[config.mk]
export PLATFORM = sky130hd
export DESIGN_NAME = per2axi_arb
export DESIGN_NICKNAME = d
export VERILOG_FILES = /design/src/rtl/per2axi_arb_pkg.sv /design/src/rtl/per2axi_arb_rr.sv /design/src/rtl/per2axi_arb.sv
export SDC_FILE = /design/constraint.sdc
export NUM_CORES = 1
export LEC_CHECK = 0
export CAP_MARGIN = 5
export CORE_AREA = 2 2 170 172
export CTS_BUF_LIST = sky130_fd_sc_hd__clkbuf_4 sky130_fd_sc_hd__clkbuf_8
export DETAILED_ROUTE_END_ITERATION = 7
export DIE_AREA = 0 0 172 174
export HOLD_SLACK_MARGIN = 0.05
export SYNTH_ARGS = -nofsm -noshare
export SYNTH_HDL_FRONTEND = slang
export SYNTH_SLANG_ARGS = --single-unit
[constraint.sdc]
create_clock -name clk_i -period 4.4 [get_ports clk_i]
set_input_delay 0.66 -clock clk_i [delete_from_list [all_inputs] [get_ports clk_i]]
set_output_delay 0.66 -clock clk_i [all_outputs]
set_load 0.01 [all_outputs]
[src/rtl/per2axi_arb_pkg.sv]
// Shared types and limits for the per2axi requester arbiter.
// Counter widths are sized for the largest supported configuration.
package per2axi_arb_pkg;

  localparam int unsigned MAX_NB_REQ    = 16;
  localparam int unsigned MAX_OUTST_LIM = 15;
  localparam int unsigned OUTST_CNT_W   = $clog2(MAX_OUTST_LIM + 1);
  localparam int unsigned STALL_CNT_W   = 16;

  typedef logic [OUTST_CNT_W-1:0] outst_cnt_t;
  typedef logic [STALL_CNT_W-1:0] stall_cnt_t;

  // Saturating increment for the stall counters.
  function automatic stall_cnt_t stall_inc(input stall_cnt_t cnt);
    return (cnt == {STALL_CNT_W{1'b1}}) ? cnt : cnt + 1'b1;
  endfunction

endpackage

[src/rtl/per2axi_arb_rr.sv]
// Round-robin selector: picks the first eligible requester at or after the pointer.
module per2axi_arb_rr
  import per2axi_arb_pkg::*;
#(
  parameter int unsigned NB_REQ = 4,
  parameter int unsigned IDXW   = (NB_REQ > 1) ? $clog2(NB_REQ) : 1
) (
  input  logic [NB_REQ-1:0] i_elig,
  input  logic [IDXW-1:0]   i_ptr,
  output logic [IDXW-1:0]   o_sel,
  output logic              o_valid
);

  // Walk offsets from farthest to nearest so the nearest eligible one wins.
  always_comb begin
    o_valid = 1'b0;
    o_sel   = '0;
    for (int off = NB_REQ - 1; off >= 0; off--) begin
      if (i_elig[(int'(i_ptr) + off) % NB_REQ]) begin
        o_valid = 1'b1;
        o_sel   = IDXW'((int'(i_ptr) + off) % NB_REQ);
      end
    end
  end

endmodule

[src/rtl/per2axi_arb.sv]
// Arbitrates NB_REQ peripheral requesters onto one per2axi bridge and routes responses by ID.
// Optional per-requester stall counters are enabled with PER2AXI_ARB_PERF_EN.
module per2axi_arb
  import per2axi_arb_pkg::*;
#(
  parameter int unsigned NB_REQ    = 4,
  parameter int unsigned ID_WIDTH  = 5,
  parameter int unsigned MAX_OUTST = 2
) (
  input  logic                     clk_i,
  input  logic                     rst_i,
  input  logic [NB_REQ-1:0]        req_i,
  input  logic [NB_REQ-1:0][31:0]  add_i,
  input  logic [NB_REQ-1:0]        wen_i,
  input  logic [NB_REQ-1:0][31:0]  wdata_i,
  input  logic [NB_REQ-1:0][3:0]   be_i,
  output logic [NB_REQ-1:0]        gnt_o,
  output logic [NB_REQ-1:0]        r_valid_o,
  output logic [31:0]              r_rdata_o,
  output logic                     r_opc_o,
  output logic                     per_req_o,
  output logic [31:0]              per_add_o,
  output logic                     per_wen_o,
  output logic [31:0]              per_wdata_o,
  output logic [3:0]               per_be_o,
  output logic [ID_WIDTH-1:0]      per_id_o,
  input  logic                     per_gnt_i,
  input  logic                     per_r_valid_i,
  input  logic [ID_WIDTH-1:0]      per_r_id_i,
  input  logic [31:0]              per_r_rdata_i,
  input  logic                     per_r_opc_i,
  output logic                     busy_o
`ifdef PER2AXI_ARB_PERF_EN
  ,
  output logic [NB_REQ-1:0][STALL_CNT_W-1:0] stall_cnt_o
`endif
);

  localparam int unsigned IDXW = $clog2(NB_REQ);
  localparam outst_cnt_t  OUTST_MAX = outst_cnt_t'(MAX_OUTST);

  if (NB_REQ < 2 || NB_REQ > MAX_NB_REQ) begin : g_bad_nb_req
    $error("per2axi_arb: NB_REQ out of range");
  end
  if (ID_WIDTH < IDXW) begin : g_bad_id_width
    $error("per2axi_arb: ID_WIDTH too small for NB_REQ");
  end
  if (MAX_OUTST < 1 || MAX_OUTST > MAX_OUTST_LIM) begin : g_bad_max_outst
    $error("per2axi_arb: MAX_OUTST out of range");
  end

  logic [IDXW-1:0]   r_ptr;
  outst_cnt_t        r_outst [NB_REQ];
  logic              r_err;

  logic [NB_REQ-1:0] w_elig;
  logic [IDXW-1:0]   w_sel;
  logic              w_sel_valid;
  logic              w_hs;
  logic [IDXW-1:0]   w_ptr_nxt;
  logic              w_id_in_range;
  logic [IDXW-1:0]   w_rsp_idx;
  logic              w_rsp_ok;
  logic              w_any_outst;

  always_comb begin
    w_elig = '0;
    for (int i = 0; i < NB_REQ; i++) begin
      w_elig[i] = req_i[i] & (r_outst[i] < OUTST_MAX);
    end
  end

  per2axi_arb_rr #(
    .NB_REQ (NB_REQ),
    .IDXW   (IDXW)
  ) u_rr (
    .i_elig  (w_elig),
    .i_ptr   (r_ptr),
    .o_sel   (w_sel),
    .o_valid (w_sel_valid)
  );

  assign per_req_o   = w_sel_valid & ~rst_i;
  assign per_add_o   = add_i[w_sel];
  assign per_wen_o   = wen_i[w_sel];
  assign per_wdata_o = wdata_i[w_sel];
  assign per_be_o    = be_i[w_sel];
  assign per_id_o    = ID_WIDTH'(w_sel);

  assign w_hs      = per_req_o & per_gnt_i;
  assign w_ptr_nxt = (w_sel == IDXW'(NB_REQ - 1)) ? '0 : w_sel + 1'b1;

  // Responses for unknown IDs or idle requesters are swallowed and flagged.
  assign w_id_in_range = (32'(per_r_id_i) < NB_REQ);
  assign w_rsp_idx     = per_r_id_i[IDXW-1:0];
  assign w_rsp_ok      = per_r_valid_i & ~rst_i & w_id_in_range &
                         (r_outst[w_rsp_idx] != '0);

  always_comb begin
    gnt_o       = '0;
    r_valid_o   = '0;
    w_any_outst = 1'b0;
    for (int k = 0; k < NB_REQ; k++) begin
      gnt_o[k]     = w_hs & (w_sel == IDXW'(k));
      r_valid_o[k] = w_rsp_ok & (w_rsp_idx == IDXW'(k));
      w_any_outst  = w_any_outst | (r_outst[k] != '0);
    end
  end

  assign r_rdata_o = per_r_rdata_i;
  assign r_opc_o   = per_r_opc_i;
  assign busy_o    = (|req_i) | w_any_outst;

  always_ff @(posedge clk_i) begin
    if (rst_i) begin
      r_ptr <= '0;
      r_err <= 1'b0;
      for (int k = 0; k < NB_REQ; k++) begin
        r_outst[k] <= '0;
      end
    end else begin
      if (w_hs) begin
        r_ptr <= w_ptr_nxt;
      end
      if (per_r_valid_i & ~w_rsp_ok) begin
        r_err <= 1'b1;
      end
      for (int k = 0; k < NB_REQ; k++) begin
        if (gnt_o[k] & ~r_valid_o[k]) begin
          r_outst[k] <= r_outst[k] + 1'b1;
        end else if (r_valid_o[k] & ~gnt_o[k]) begin
          r_outst[k] <= r_outst[k] - 1'b1;
        end
      end
    end
  end

`ifdef PER2AXI_ARB_PERF_EN
  stall_cnt_t r_stall [NB_REQ];

  always_ff @(posedge clk_i) begin
    if (rst_i) begin
      for (int k = 0; k < NB_REQ; k++) begin
        r_stall[k] <= '0;
      end
    end else begin
      for (int k = 0; k < NB_REQ; k++) begin
        if (req_i[k] & ~gnt_o[k]) begin
          r_stall[k] <= stall_inc(r_stall[k]);
        end
      end
    end
  end

  always_comb begin
    stall_cnt_o = '0;
    for (int k = 0; k < NB_REQ; k++) begin
      stall_cnt_o[k] = r_stall[k];
    end
  end
`endif

endmodule

==> results of run 1 <==
power groups by stage:
stage	combinational, W	sequential (W)	clock, W
detailed placement	0.00112	0.000217	0
floorplan	0.000531	0.000213	0
finish	0.00111	0.000214	0.000116
CTS	0.00113	0.000214	0.000119
global route	0.00119	0.000216	0.000126
global placement	0.00112	0.000217	0
final cells by class:
class	instances	share of cell area, %
multi-input cells	321	36.64
flip-flops and latches	18	6.304
inverters	15	0.7728
well taps	384	5.819
clock buffers	3	0.5001
repair buffers	413	49.96
cells by family after synthesis:
family                   synth area share (%)
AO/OA/AOI/OAI                           7.386
AND/OR/NAND/NOR                         8.888
other                                 0.09185
multiplexers                            51.27
buffers and inverters                   13.67
XOR/XNOR                                1.716
flip-flops                              12.75
adder cells (fa/ha/maj)                 4.229
worst max-delay path by stage:
stage,start,end,slack (ps)
finish,req_i[0],per_wdata_o[2],230
global route,req_i[2],per_wdata_o[28],50
CTS,req_i[1],per_wdata_o[2],70
detailed placement,req_i[1],per_wdata_o[2],90
global placement,req_i[1],per_wdata_o[2],50
floorplan,per_r_id_i[4],r_outst[1][3],860
registers in the layout, summed over array words and instances (netlist names):
name and count:
r_ptr 2, r_outst 16
synth_stat cells, drive strengths merged, types with 3 or more instances:
cell / count / area (um^2)
mux2i: 208 / 2082
buf: 62 / 499.2
a21oi: 16 / 83.83
edfxtp: 16 / 480.5
inv: 15 / 58.81
nor2: 11 / 41.29
ha: 9 / 112.6
nor3: 6 / 30.03
xor2: 6 / 52.55
nor4: 5 / 31.28
nand3b: 4 / 30.03
nor4b: 4 / 80.08
o21ai: 4 / 20.02
or4: 4 / 37.53
a21o: 3 / 22.52
fa: 3 / 60.06
nand2: 3 / 11.26
o31ai: 3 / 46.29
or3: 3 / 23.77
worst max-delay path, delay by kind of cell:
family / cells / cell delay [ps]
AOI/OAI and AO/OA: 2 / 500
buffers and inverters: 4 / 1540
muxes: 1 / 230
and+or+nand+nor: 1 / 550
metrics by stage:
| step | setup WS (ps) | std cells |
|---|---|---|
| global route | 50.79 | 1154 |
| global placement | 45.36 | 1146 |
| floorplan | 855.2 | 416 |
| CTS | 70.30 | 1149 |
| finish | 225.3 | 1154 |
| detailed placement | 89.65 | 1146 |
timing repair:
| item | 4_1_cts | 5_1_grt |
|---|---|---|
| buffers inserted | 0 | 5 |
| resized for setup | 0 | 3 |
| endpoints found under the setup margin | 0 | 9 |
per-layer routing:
layer  GRT usage (%)  up-vias
met1           14.35     2084
met5               0        -
met3           2.391       14
li1                -     2236
met4           1.576        0
met2           22.19      172
==> flow_metrics.env, run 1 <==
export IMPL_outcome="complete, no violations"
export IMPL_max_freq_mhz=239.5
export IMPL_clock_latency_ps=250
export IMPL_syn2layout_area_growth_pct=102.2
export IMPL_ir_drop_uv=63.45
export IMPL_postSynthCellCount=414
export IMPL_p_total_w=0.001442
export IMPL_pwr_share_clk_pct=8.0
export IMPL_post_drt_wl_per_cell_um=16.16
export IMPL_holdPathEnd="r_outst[1][0]"
export IMPL_holdCritStartpoint="r_outst[1][0]"
export IMPL_vias=4506
export IMPL_top_layer_used="met4"
export IMPL_cp_slowest_stage_delay_ps=600
export IMPL_end_kind="primary output"
export IMPL_slowest_stage="clkdlybuf4s50_1"
export IMPL_dieArea_um2=29930
export IMPL_cts_max_path_buffers=2
export IMPL_syn_area_um2=4083
export IMPL_dr_wl_met2_um=9868
export IMPL_slew_viol_final=0
export IMPL_max_slew_margin_pct=37.14
export IMPL_async_flop_share_pct=0
export IMPL_cts_sinks=18
export IMPL_yosysWarningCount=0
export IMPL_grt_overflow_total=0
export IMPL_dpl_hpwl_um=16170
export IMPL_sw_frac_of_total_pct=34.40
export IMPL_initial_core_util_pct=14.46
export IMPL_multi_input_area_um2=3025
export IMPL_rr_endpoint="r_outst[2][3]"
export IMPL_placementRows=62
export IMPL_cts_tree="yes"
export IMPL_fillers=2993
export IMPL_internal_power_w=0.0009461
export IMPL_arrival_ps=3510
export IMPL_crit_chain="clkdlybuf4s50_1 -> or4b_1 -> o221ai_1 -> a21oi_4 -> buf_12 -> buf_4 -> mux2i_1 -> clkdlybuf4s50_1"
export IMPL_reg2reg_slack_ps=920
export IMPL_hold_slack_ps=621.7
export IMPL_r2r_start="r_outst[0][1]"
export IMPL_dieWidth_um=172
export IMPL_finalHoldViolations=0
export IMPL_pin_count=439
export IMPL_htree_levels=1
export IMPL_cellPowerDensity_nw_per_um2=174.7
export IMPL_yosysSeqAreaShare_pct=12.75
export IMPL_cts_buffers=3
export IMPL_grt_max_degree=39
export IMPL_m1WireLength_um=7507
export IMPL_rsz0062_at_grt="false"
export IMPL_worst_setup_path_start_kind="primary input"
export IMPL_clkTransAtPathRegs_ps=70
export IMPL_period_minus_slack_ps=4175
export IMPL_mostFrequentLayoutCells="clkdlybuf4s50_1 (368), mux2i_1 (208), buf_4 (36), edfxtp_1 (16), a21oi_1 (15)"
export IMPL_postRouteAntennaNets=0
export IMPL_holdBufCountCts=0
export IMPL_fin_skew_ps=2.231
export IMPL_power_frac_seq_pct=14.9
export IMPL_final_common_cell="clkdlybuf4s50_1"
export IMPL_seq_area_um2=520.5
export IMPL_hp_class="flop to flop"
export IMPL_utilization_pct=29.24
export IMPL_placed_cell_area_um2=8168
export IMPL_nets=1106
export IMPL_ys_flop_type="edfxtp_1"
export IMPL_drt_wl_total_um=18650
export IMPL_drive_above_1_share_pct=8.182
export IMPL_static_leakage_power_nw=3.102
export IMPL_diodes=0
export IMPL_crit_type="primary input to primary output"
export IMPL_timing_reg2reg_worst_path_depth=11
export IMPL_first_global_vias=4812
export IMPL_core_area_um2=28240
export IMPL_drcViolationCount=0
export IMPL_wl_met3_um=1093
export IMPL_finalCritPeriodShare_pct=94.88
export IMPL_antenna_found_initial=0
export IMPL_switching_power_w=0.0004962
export IMPL_min_path_cells=1
export IMPL_synth_edf_count=16
export IMPL_drt_iter0_drc=131
export IMPL_drv_cap=0
export IMPL_pwr_share_comb_pct=77.1
export IMPL_worst_pin_slew_ps=932.6
export IMPL_track_usage_pct=11.94
export IMPL_synth_seq_cells=18
export IMPL_vias_per_cell=3.905
export IMPL_cts_root_buffer="clkbuf_8"
export IMPL_syn_avg_cell_area_um2=9.862
export IMPL_io_buffer_count=369
export IMPL_fin_area_um2=8257
export IMPL_dr_pass1_iters=5
export IMPL_place_gp_congestion=0.7940
export IMPL_setup_viol=0
export IMPL_crit_path_max_fanout=26
export IMPL_grt_pass1_wl_um=27590
export IMPL_worst_ep_required_time_ps=3740
export IMPL_tns_ps=0
export IMPL_crit_top_cell="clkdlybuf4s50_1"
export IMPL_die_h_um=174
export IMPL_synthDistinctLibCells=53
Note: power is estimated with default switching activity, not from simulation.
==> inputs of run 2 (changes only) <==
--- a/config.mk
+++ b/config.mk
@@ -11,6 +11,7 @@
 export DETAILED_ROUTE_END_ITERATION = 7
 export DIE_AREA = 0 0 172 174
 export HOLD_SLACK_MARGIN = 0.05
+export SETUP_SLACK_MARGIN = 0.5
 export SYNTH_ARGS = -nofsm -noshare
 export SYNTH_HDL_FRONTEND = slang
 export SYNTH_SLANG_ARGS = --single-unit
==> run 2 against run 1 <==
Against the previous run: fmax grew 8.7%; sequential power is essentially flat; global-route usage grew 0.87 points; core utilization grew 1.2 points; wire length grew 9.5%; first-iteration DRC count shrank 1.5%; largest cell class unchanged.
==> flow_metrics.env, run 2 (synthesized netlist as in run 1, its figures left out) <==
export IMPL_place_gp_congestion=0.7940
export IMPL_wl_met3_um=1160
export IMPL_pin_count=439
export IMPL_seq_area_um2=520.5
export IMPL_postRouteAntennaNets=0
export IMPL_fin_skew_ps=1.900
export IMPL_pwr_share_clk_pct=7.7
export IMPL_core_area_um2=28240
export IMPL_pre_cts_slack_ps=89.65
export IMPL_tns_ps=0
export IMPL_setup_viol=0
export IMPL_timing_reg2reg_worst_path_depth=14
export IMPL_first_global_vias=4976
export IMPL_slew_viol_final=0
export IMPL_min_path_cells=1
export IMPL_holdBufCountCts=0
export IMPL_holdPathEnd="r_outst[1][0]"
export IMPL_clkTransAtPathRegs_ps=70
export IMPL_rsz0062_at_grt="true"
export IMPL_hold_slack_ps=620.7
export IMPL_grt_overflow_total=0
export IMPL_largest_register_ffs=16
export IMPL_ir_drop_uv=71.17
export IMPL_cts_buffers=3
export IMPL_worst_slack_ps=559.9
export IMPL_dp_cells=1146
export IMPL_r2r_start="r_outst[2][1]"
export IMPL_placementRows=62
export IMPL_cp_slowest_stage_delay_ps=550
export IMPL_drive_above_1_share_pct=12.31
export IMPL_crit_chain="dlygate4sd2_1 -> nor4b_4 -> a211oi_4 -> o31ai_4 -> bufinv_16 -> buf_12 -> buf_12 -> buf_8 -> mux2i_1 -> mux2i_1 -> clkdlybuf4s50_1"
export IMPL_die_h_um=174
export IMPL_cts_sinks=18
export IMPL_arrival_ps=3180
export IMPL_hp_class="flop to flop"
export IMPL_reg2reg_slack_ps=760
export IMPL_grt_max_degree=27
export IMPL_placed_cell_area_um2=8168
export IMPL_worst_pin_slew_ps=941.5
export IMPL_drcViolationCount=0
export IMPL_crit_path_max_fanout=8
export IMPL_vias=4671
export IMPL_cts_root_buffer="clkbuf_8"
export IMPL_multi_input_area_um2=3062
export IMPL_antenna_found_initial=0
export IMPL_dieArea_um2=29930
export IMPL_drt_iter0_drc=129
export IMPL_track_usage_pct=12.81
export IMPL_finalCritPeriodShare_pct=87.27
export IMPL_cts_max_path_buffers=2
export IMPL_pwr_share_comb_pct=78.0
export IMPL_vias_per_cell=3.958
export IMPL_max_freq_mhz=260.4
export IMPL_internal_power_w=0.0009773
export IMPL_drv_cap=0
export IMPL_static_leakage_power_nw=3.421
export IMPL_top_layer_used="met4"
export IMPL_htree_levels=1
export IMPL_cellPowerDensity_nw_per_um2=175.2
export IMPL_fin_cells=1180
export IMPL_dr_wl_met2_um=10640
export IMPL_holdCritStartpoint="r_outst[1][0]"
export IMPL_rr_endpoint="r_outst[2][3]"
export IMPL_worst_ep_required_time_ps=3740
export IMPL_mostFrequentLayoutCells="clkdlybuf4s50_1 (332), mux2i_1 (203), buf_4 (55), dlygate4sd2_1 (22), edfxtp_1 (16)"
export IMPL_initial_core_util_pct=14.46
export IMPL_dr_pass1_iters=4
export IMPL_finalHoldViolations=0
export IMPL_slowest_stage="clkdlybuf4s50_1"
export IMPL_power_frac_seq_pct=14.3
export IMPL_max_slew_margin_pct=36.54
export IMPL_cts_tree="yes"
export IMPL_switching_power_w=0.0005277
export IMPL_fin_area_um2=8591
export IMPL_m1WireLength_um=8362
export IMPL_fillers=2974
export IMPL_diodes=0
export IMPL_drt_wl_total_um=20420
export IMPL_nets=1132
export IMPL_post_drt_wl_per_cell_um=17.31
export IMPL_end_kind="primary output"
export IMPL_largest_registers="r_outst (16), r_ptr (2)"
export IMPL_crit_type="primary input to primary output"
export IMPL_io_buffer_count=369
export IMPL_sw_frac_of_total_pct=35.06
export IMPL_period_minus_slack_ps=3840
export IMPL_worst_setup_path_start_kind="primary input"
export IMPL_outcome="complete, no violations"
export IMPL_grt_pass1_wl_um=29210
export IMPL_syn2layout_area_growth_pct=110.4
export IMPL_final_common_cell="clkdlybuf4s50_1"
export IMPL_dieWidth_um=172
export IMPL_top_register="r_outst"
export IMPL_clock_latency_ps=250
export IMPL_dpl_hpwl_um=16170
run 2: cell types whose count changed in the layout (fill, tap and decap cells not counted), sizes merged:
cell           before  now
dlygate4sd2         0   22
bufinv              0    1
dlymetal6s2s        0   13
clkbuf              3    4
clkdlybuf4s50     368  332
buf                45   70
run 2: how the worst max path moves through the flow:
stage          depth (start not counted)             end     startpoint
2_1_floorplan                         11   r_outst[1][3]  per_r_id_i[4]
3_3_place_gp                           8  per_wdata_o[2]       req_i[1]
3_5_place_dp                           8  per_wdata_o[2]       req_i[1]
4_1_cts                               12   per_add_o[13]       req_i[1]
5_1_grt                               11   per_add_o[13]       req_i[0]
6_report                              11   per_add_o[13]       req_i[0]
run 2: final cells by class:
type,count,area share (%)
inverters,15,0.9613
multi-input cells,321,35.64
clock buffers,3,0.4806
well taps,384,5.593
repair inverters,1,0.1020
repair buffers,438,51.17
flip-flops and latches,18,6.059
run 2: what timing repair did:
item / 4_1_cts / 5_1_grt
cloned: 2 / 1
endpoints found under the hold margin: 0 / 0
setup endpoints to repair: 72 / 51
setup buffers: 19 / 9
pin swaps: 3 / 1
gates resized for setup: 43 / 17
run 2: stage by stage:
| step | utilization [%] | total power (W) |
|---|---|---|
| after global routing | 30.42 | 0.001600 |
| after floorplan | - | 0.0007440 |
| after detailed placement | 28.93 | 0.001335 |
| after CTS | 29.95 | 0.001509 |
| final | 30.42 | 0.001505 |
| after global placement | 28.93 | 0.001332 |
run 2: critical path, delay by kind of cell:
family / cells / cell delay (ps)
and+or+nand+nor: 1 / 350
muxes: 2 / 240
AOI/OAI and AO/OA: 2 / 450
buffers and inverters: 6 / 1470
run 2: power by group through the flow:
stage                     combinational, W  sequential [W]  clock, W
after global routing               0.00126        0.000216  0.000126
after CTS                          0.00118        0.000214  0.000119
after detailed placement           0.00112        0.000217         0
after floorplan                   0.000531        0.000213         0
final                              0.00117        0.000215  0.000116
after global placement             0.00112        0.000217         0
run 2: per-layer routing:
metal  vias up  track usage, %
met4         0           1.821
met1      2184           15.69
li1       2285               -
met2       181           23.46
met5         -               0
met3        21           2.459
